===== config.mk =====
export PLATFORM = sky130hd
export DESIGN_NAME = muldiv_unit
export DESIGN_NICKNAME = d
export VERILOG_FILES = /design/src/rtl/muldiv_unit_pkg.sv /design/src/rtl/muldiv_step.sv /design/src/rtl/muldiv_unit.sv
export SDC_FILE = /design/constraint.sdc
export NUM_CORES = 1
export LEC_CHECK = 0
export BUFFER_PORTS_ARGS = -buffer_cell sky130_fd_sc_hd__buf_2
export CAP_MARGIN = 20
export CORE_MARGIN = 2
export CORE_UTILIZATION = 55
export DETAILED_ROUTE_END_ITERATION = 6
export HOLD_SLACK_MARGIN = 0.15
export PLACE_DENSITY = 0.82
export SKIP_CTS_REPAIR_TIMING = 1
export SLEW_MARGIN = 10
export SYNTH_ARGS = -nofsm -noshare
export SYNTH_HDL_FRONTEND = slang
export SYNTH_SLANG_ARGS = --single-unit

===== constraint.sdc =====
create_clock -name clk -period 3.4 [get_ports clk]
set_clock_uncertainty 0.2 [all_clocks]
set_input_delay 0.51 -clock clk [delete_from_list [all_inputs] [get_ports clk]]
set_output_delay 0.51 -clock clk [all_outputs]
set_load 0.02 [all_outputs]

===== src/rtl/muldiv_unit_pkg.sv =====
// Shared CPU definitions for the iterative multiply/divide unit.
// Op encoding is {Div,Sign} and is also used by the decoder.
package muldiv_unit_pkg;

   typedef enum logic [1:0] {
      MD_IDLE,
      MD_CALC,
      MD_FIX
   } md_state_e;

   localparam int MD_ITER = 32;

   localparam logic [1:0] MD_MULTU = 2'b00;
   localparam logic [1:0] MD_MULT  = 2'b01;
   localparam logic [1:0] MD_DIVU  = 2'b10;
   localparam logic [1:0] MD_DIV   = 2'b11;

endpackage


===== src/rtl/muldiv_step.sv =====
// One multiply/divide iteration on the {hi,lo} working register.
// Multiply: add-or-pass then shift right. Divide: trial subtract.
module muldiv_step
   import muldiv_unit_pkg::*;
#(
   parameter int WIDTH = 32
) (
   input  logic                 div_i,
   input  logic [2*WIDTH-1:0]   p_i,
   input  logic [WIDTH-1:0]     m_i,
   output logic [2*WIDTH-1:0]   p_o
);

   logic [WIDTH:0]   sum;
   logic [WIDTH:0]   shl;
   logic             ge;
   logic [WIDTH-1:0] rem;

   // single shift-add or shift-subtract step
   always_comb begin
      sum = {1'b0, p_i[2*WIDTH-1:WIDTH]}
          + {1'b0, (p_i[0] ? m_i : '0)};
      shl = p_i[2*WIDTH-1:WIDTH-1];
      ge  = shl >= {1'b0, m_i};
      rem = ge ? WIDTH'(shl - {1'b0, m_i})
               : shl[WIDTH-1:0];
      p_o = div_i ? {rem, p_i[WIDTH-2:0], ge}
                  : {sum, p_i[WIDTH-1:1]};
   end

endmodule


===== src/rtl/muldiv_unit.sv =====
// Iterative multiply/divide unit with HI/LO registers.
// 32 CALC cycles plus one FIX cycle for sign correction.
module muldiv_unit
   import muldiv_unit_pkg::*;
#(
   parameter int WIDTH = 32
) (
   input  logic             clk,
   input  logic             reset,
   input  logic             Start,
   input  logic             Div,
   input  logic             Sign,
   input  logic [WIDTH-1:0] A,
   input  logic [WIDTH-1:0] B,
   input  logic             HiWrite,
   input  logic             LoWrite,
   input  logic [WIDTH-1:0] WData,
   output logic             Busy,
   output logic             Done,
   output logic [WIDTH-1:0] Hi,
   output logic [WIDTH-1:0] Lo
);

   localparam int CW = $clog2(WIDTH);
   localparam logic [CW-1:0] LAST = CW'(WIDTH - 1);

   md_state_e          state_q, state_d;
   logic [CW-1:0]      cnt_q, cnt_d;
   logic [2*WIDTH-1:0] p_q, p_d;
   logic [WIDTH-1:0]   m_q, m_d;
   logic               div_q, div_d;
   logic               negq_q, negq_d;
   logic               negr_q, negr_d;
   logic               dz_q, dz_d;
   logic [WIDTH-1:0]   hi_q, hi_d;
   logic [WIDTH-1:0]   lo_q, lo_d;
   logic               done_q, done_d;

   logic               a_neg, b_neg;
   logic [WIDTH:0]     a_ext, b_ext;
   logic [WIDTH-1:0]   a_mag, b_mag;
   logic [2*WIDTH-1:0] p_step;
   logic [2*WIDTH-1:0] prod;
   logic [WIDTH-1:0]   quo, rem;

   // WIDTH+1-bit magnitudes so the most negative value survives
   always_comb begin
      a_neg = Sign & A[WIDTH-1];
      b_neg = Sign & B[WIDTH-1];
      a_ext = {a_neg, A};
      b_ext = {b_neg, B};
      a_mag = WIDTH'(a_neg ? -a_ext : a_ext);
      b_mag = WIDTH'(b_neg ? -b_ext : b_ext);
   end

   muldiv_step #(
      .WIDTH (WIDTH)
   ) u_step (
      .div_i (div_q),
      .p_i   (p_q),
      .m_i   (m_q),
      .p_o   (p_step)
   );

   // sign-corrected views of the finished working register
   always_comb begin
      prod = negq_q ? -p_q : p_q;
      quo  = p_q[WIDTH-1:0];
      rem  = p_q[2*WIDTH-1:WIDTH];
   end

   // next-state, datapath load and HI/LO update
   always_comb begin
      state_d = state_q;
      cnt_d   = cnt_q;
      p_d     = p_q;
      m_d     = m_q;
      div_d   = div_q;
      negq_d  = negq_q;
      negr_d  = negr_q;
      dz_d    = dz_q;
      hi_d    = hi_q;
      lo_d    = lo_q;
      done_d  = (state_q == MD_FIX);
      unique case (state_q)
         MD_IDLE: begin
            if (HiWrite) hi_d = WData;
            if (LoWrite) lo_d = WData;
            if (Start) begin
               state_d = MD_CALC;
               cnt_d   = '0;
               div_d   = Div;
               negq_d  = a_neg ^ b_neg;
               negr_d  = a_neg;
               dz_d    = Div & ~|B;
               m_d     = Div ? b_mag : a_mag;
               p_d     = {{WIDTH{1'b0}},
                          (Div ? a_mag : b_mag)};
            end
         end
         MD_CALC: begin
            p_d   = p_step;
            cnt_d = cnt_q + 1'b1;
            if (cnt_q == LAST) state_d = MD_FIX;
         end
         MD_FIX: begin
            state_d = MD_IDLE;
            if (div_q) begin
               hi_d = negr_q ? -rem : rem;
               lo_d = dz_q ? '1
                    : (negq_q ? -quo : quo);
            end else begin
               {hi_d, lo_d} = prod;
            end
         end
         default: state_d = MD_IDLE;
      endcase
   end

   // state and data registers with synchronous reset
   always_ff @(posedge clk) begin
      if (reset) begin
         state_q <= MD_IDLE;
         cnt_q   <= '0;
         p_q     <= '0;
         m_q     <= '0;
         div_q   <= 1'b0;
         negq_q  <= 1'b0;
         negr_q  <= 1'b0;
         dz_q    <= 1'b0;
         hi_q    <= '0;
         lo_q    <= '0;
         done_q  <= 1'b0;
      end else begin
         state_q <= state_d;
         cnt_q   <= cnt_d;
         p_q     <= p_d;
         m_q     <= m_d;
         div_q   <= div_d;
         negq_q  <= negq_d;
         negr_q  <= negr_d;
         dz_q    <= dz_d;
         hi_q    <= hi_d;
         lo_q    <= lo_d;
         done_q  <= done_d;
      end
   end

   assign Busy = (state_q != MD_IDLE);
   assign Done = done_q;
   assign Hi   = hi_q;
   assign Lo   = lo_q;

endmodule


==> impl_metrics.ini <==
[run_status]
outcome = finished, violations left
failed_checks = negative setup slack

[die]
rows = 59
die_area_sq_um = 27600
die_h_um = 166
start_util = 0.557
io-pin-count = 169
die_x_um = 166
coreArea_sq_um = 26000

[clock_network]
cts_tree = built
root_buffer = clkbuf_16
cts_buffers = 17
clock-sinks = 172
clk_path_buf_depth = 2
clkTransAtPathRegs_ns = 0.08
h-tree-depth = 4
insertion_delay_ns = 0.45

[global_routing]
antenna_found_initial = 0
grt_first_pass_wirelength_um = 85000
track_usage = 0.387
grt_max_degree = 81
grt_pass1_vias = 15000
grt.overflow.total = 0

[timing]
fin_crit_ns = 3.52
worst_pin_slew_ns = 0.762
finalSetupTns_ns = -0.383
fmax_ghz = 0.284
slew_violations = 0
max_slew_margin = 0.492
setup_viol = 5
rsz0062_at_grt = true
fin_crit_sh = 1.03
hold_viol_final = 0
setup_ws_ns = -0.116
worst_hold_slack_ns = 0.168

[route]
vias = 16800
dr.first_iter.drc_count = 2433
ant_nets = 0
remaining_drc_errors = 0
wire_per_inst_um = 22.4
vias_per_cell = 6.58
drt-pass1-iter-count = 5
drt_wl_total_um = 57200

[synthesis]
netlist_area_sq_um = 14500
yosys_warnings = 0
synth_cell_types = 77
synth_top_family_by_area = compound AO/OA/AOI/OAI gates
synth_nets = 2121
ys_seq_area_frac = 0.238
synth_edf_count = 0
synth_xor_area_frac = 0.102
yosys-top-cells-area = dfxtp_1 (24%), a21oi_1 (6.2%), xnor2_1 (6.2%)
synth.most_common_cell = nand2_1
synth_area_per_cell_sq_um = 7.44
syn_inst = 1946
synthSimpleGateAreaFrac = 0.194
synth_flop_cell = dfxtp_1
netlist_top_cells_count = nand2_1 (205), nor2_1 (190), a21oi_1 (179)
synth_compound_area_frac = 0.306
yosysTopAreaCell = dfxtp_1
async_flop_share = 0
synthAdderAreaFrac = 0.0632
muxShareOfSynthArea = 0.0415
synth_top_area_frac = 0.238
ys_seq_elements = 172

[worst_setup_path]
cp-end-kind = flip-flop
arrival_ns = 3.66
required_ns = 3.55
critPathLaunchType = flip-flop
crit_path_max_fanout = 6
critPathKind = flip-flop to flip-flop

[cells_and_area]
diodes = 0
syn_to_final_growth_pct = 25.0
nets = 2388
drive_above_1_share = 0.244
final_core_util = 0.697

[job]
cap_violations = 0

[place]
portBuffers = 168
hpwl_um = 43200
gp_congestion = 1.07

[pwr]
p_leak_uw = 0.00762
vdd_drop_max_mv = 0.295
power_density_nw_per_um2 = 371

[hold_path]
hold_class = primary input to flip-flop
worst max-delay path, cell delays in order (launching register included):
cell	delay (ns)
dfxtp_4	0.39
inv_6	0.05
buf_12	0.14
nor2_4	0.11
ha_4	0.22
and3_4	0.18
a31o_4	0.21
a211o_1	0.34
a31o_2	0.27
a311o_1	0.43
a31oi_4	0.27
buf_4	0.16
o21ai_2	0.05
a21o_1	0.17
a31o_2	0.22
kinds of logic after synthesis:
logic type,count (synthesis)
xor gates and xnor gates,169
DFF,172
adders and majority gates,72
AOI/OAI and AO/OA,661
muxes,59
buffers and inverters,206
and+or+nand+nor,607
area by class of cell:
type | instances | area, sq um
clock buffers | 17 | 425
clock inverters | 15 | 209
fillers | 2157 | 7880
inverters | 63 | 244
multi-input cells | 1568 | 10700
flip-flops and latches | 172 | 3460
well taps | 335 | 419
repair buffers | 391 | 2600
per-stage QoR:
| stage | area, sq um | std cells | setup WS (ns) | total power, uW |
|---|---|---|---|---|
| after global routing | 18100 | 2561 | -0.169 | 6960 |
| after floorplan | 14500 | 1946 | 0.00654 | 3630 |
| after global placement | 16900 | 2516 | -0.112 | 4430 |
| final | 18100 | 2561 | -0.116 | 6720 |
| after CTS | 17500 | 2548 | -0.244 | 6550 |
| after detailed placement | 16900 | 2516 | -0.172 | 4470 |
state kept, by name, indices dropped and copies added (netlist names):
register / cells
p_q: 64
Hi: 32
Lo: 32
m_q: 32
cnt_q: 5
state_q: 2
Done: 1
div_q: 1
dz_q: 1
negq_q: 1
negr_q: 1
placed cells by master, fill, tap and decap left out, types with 21 or more instances in the layout:
master / count
dfxtp_1: 164
mux2i_1: 50
ha_1: 58
xnor2_1: 102
nor2_1: 182
a21o_1: 36
o21ai_0: 92
o221ai_1: 33
o211ai_1: 32
xor2_1: 67
inv_1: 56
nor3_1: 38
o31ai_1: 23
nor4_1: 21
a211oi_1: 72
buf_2: 167
a21oi_1: 171
buf_4: 214
nand3_1: 26
nand2_1: 202
worst paths after layout:
check	depth (start not counted)	start	slack, ns	to
hold / removal	3	WData[12]	0.17	Hi[12]
setup reg to reg	14	p_q[0]	-0.12	p_q[56]
setup / recovery	14	p_q[0]	-0.12	p_q[56]
hold reg to reg	2	m_q[26]	0.25	m_q[26]
routing by layer:
layer,vias up,share of wire,global-route usage
li1,7723,-,-
met1,7831,0.40,0.519
met2,1095,0.43,0.592
met3,194,0.11,0.0820
met4,0,0.056,0.189
met5,-,0,0
power by group:
part,internal [uW],switching (uW)
combinational,940,1410
clock,1020,1090
sequential,2150,108
Note: power is estimated with default switching activity, not from simulation.
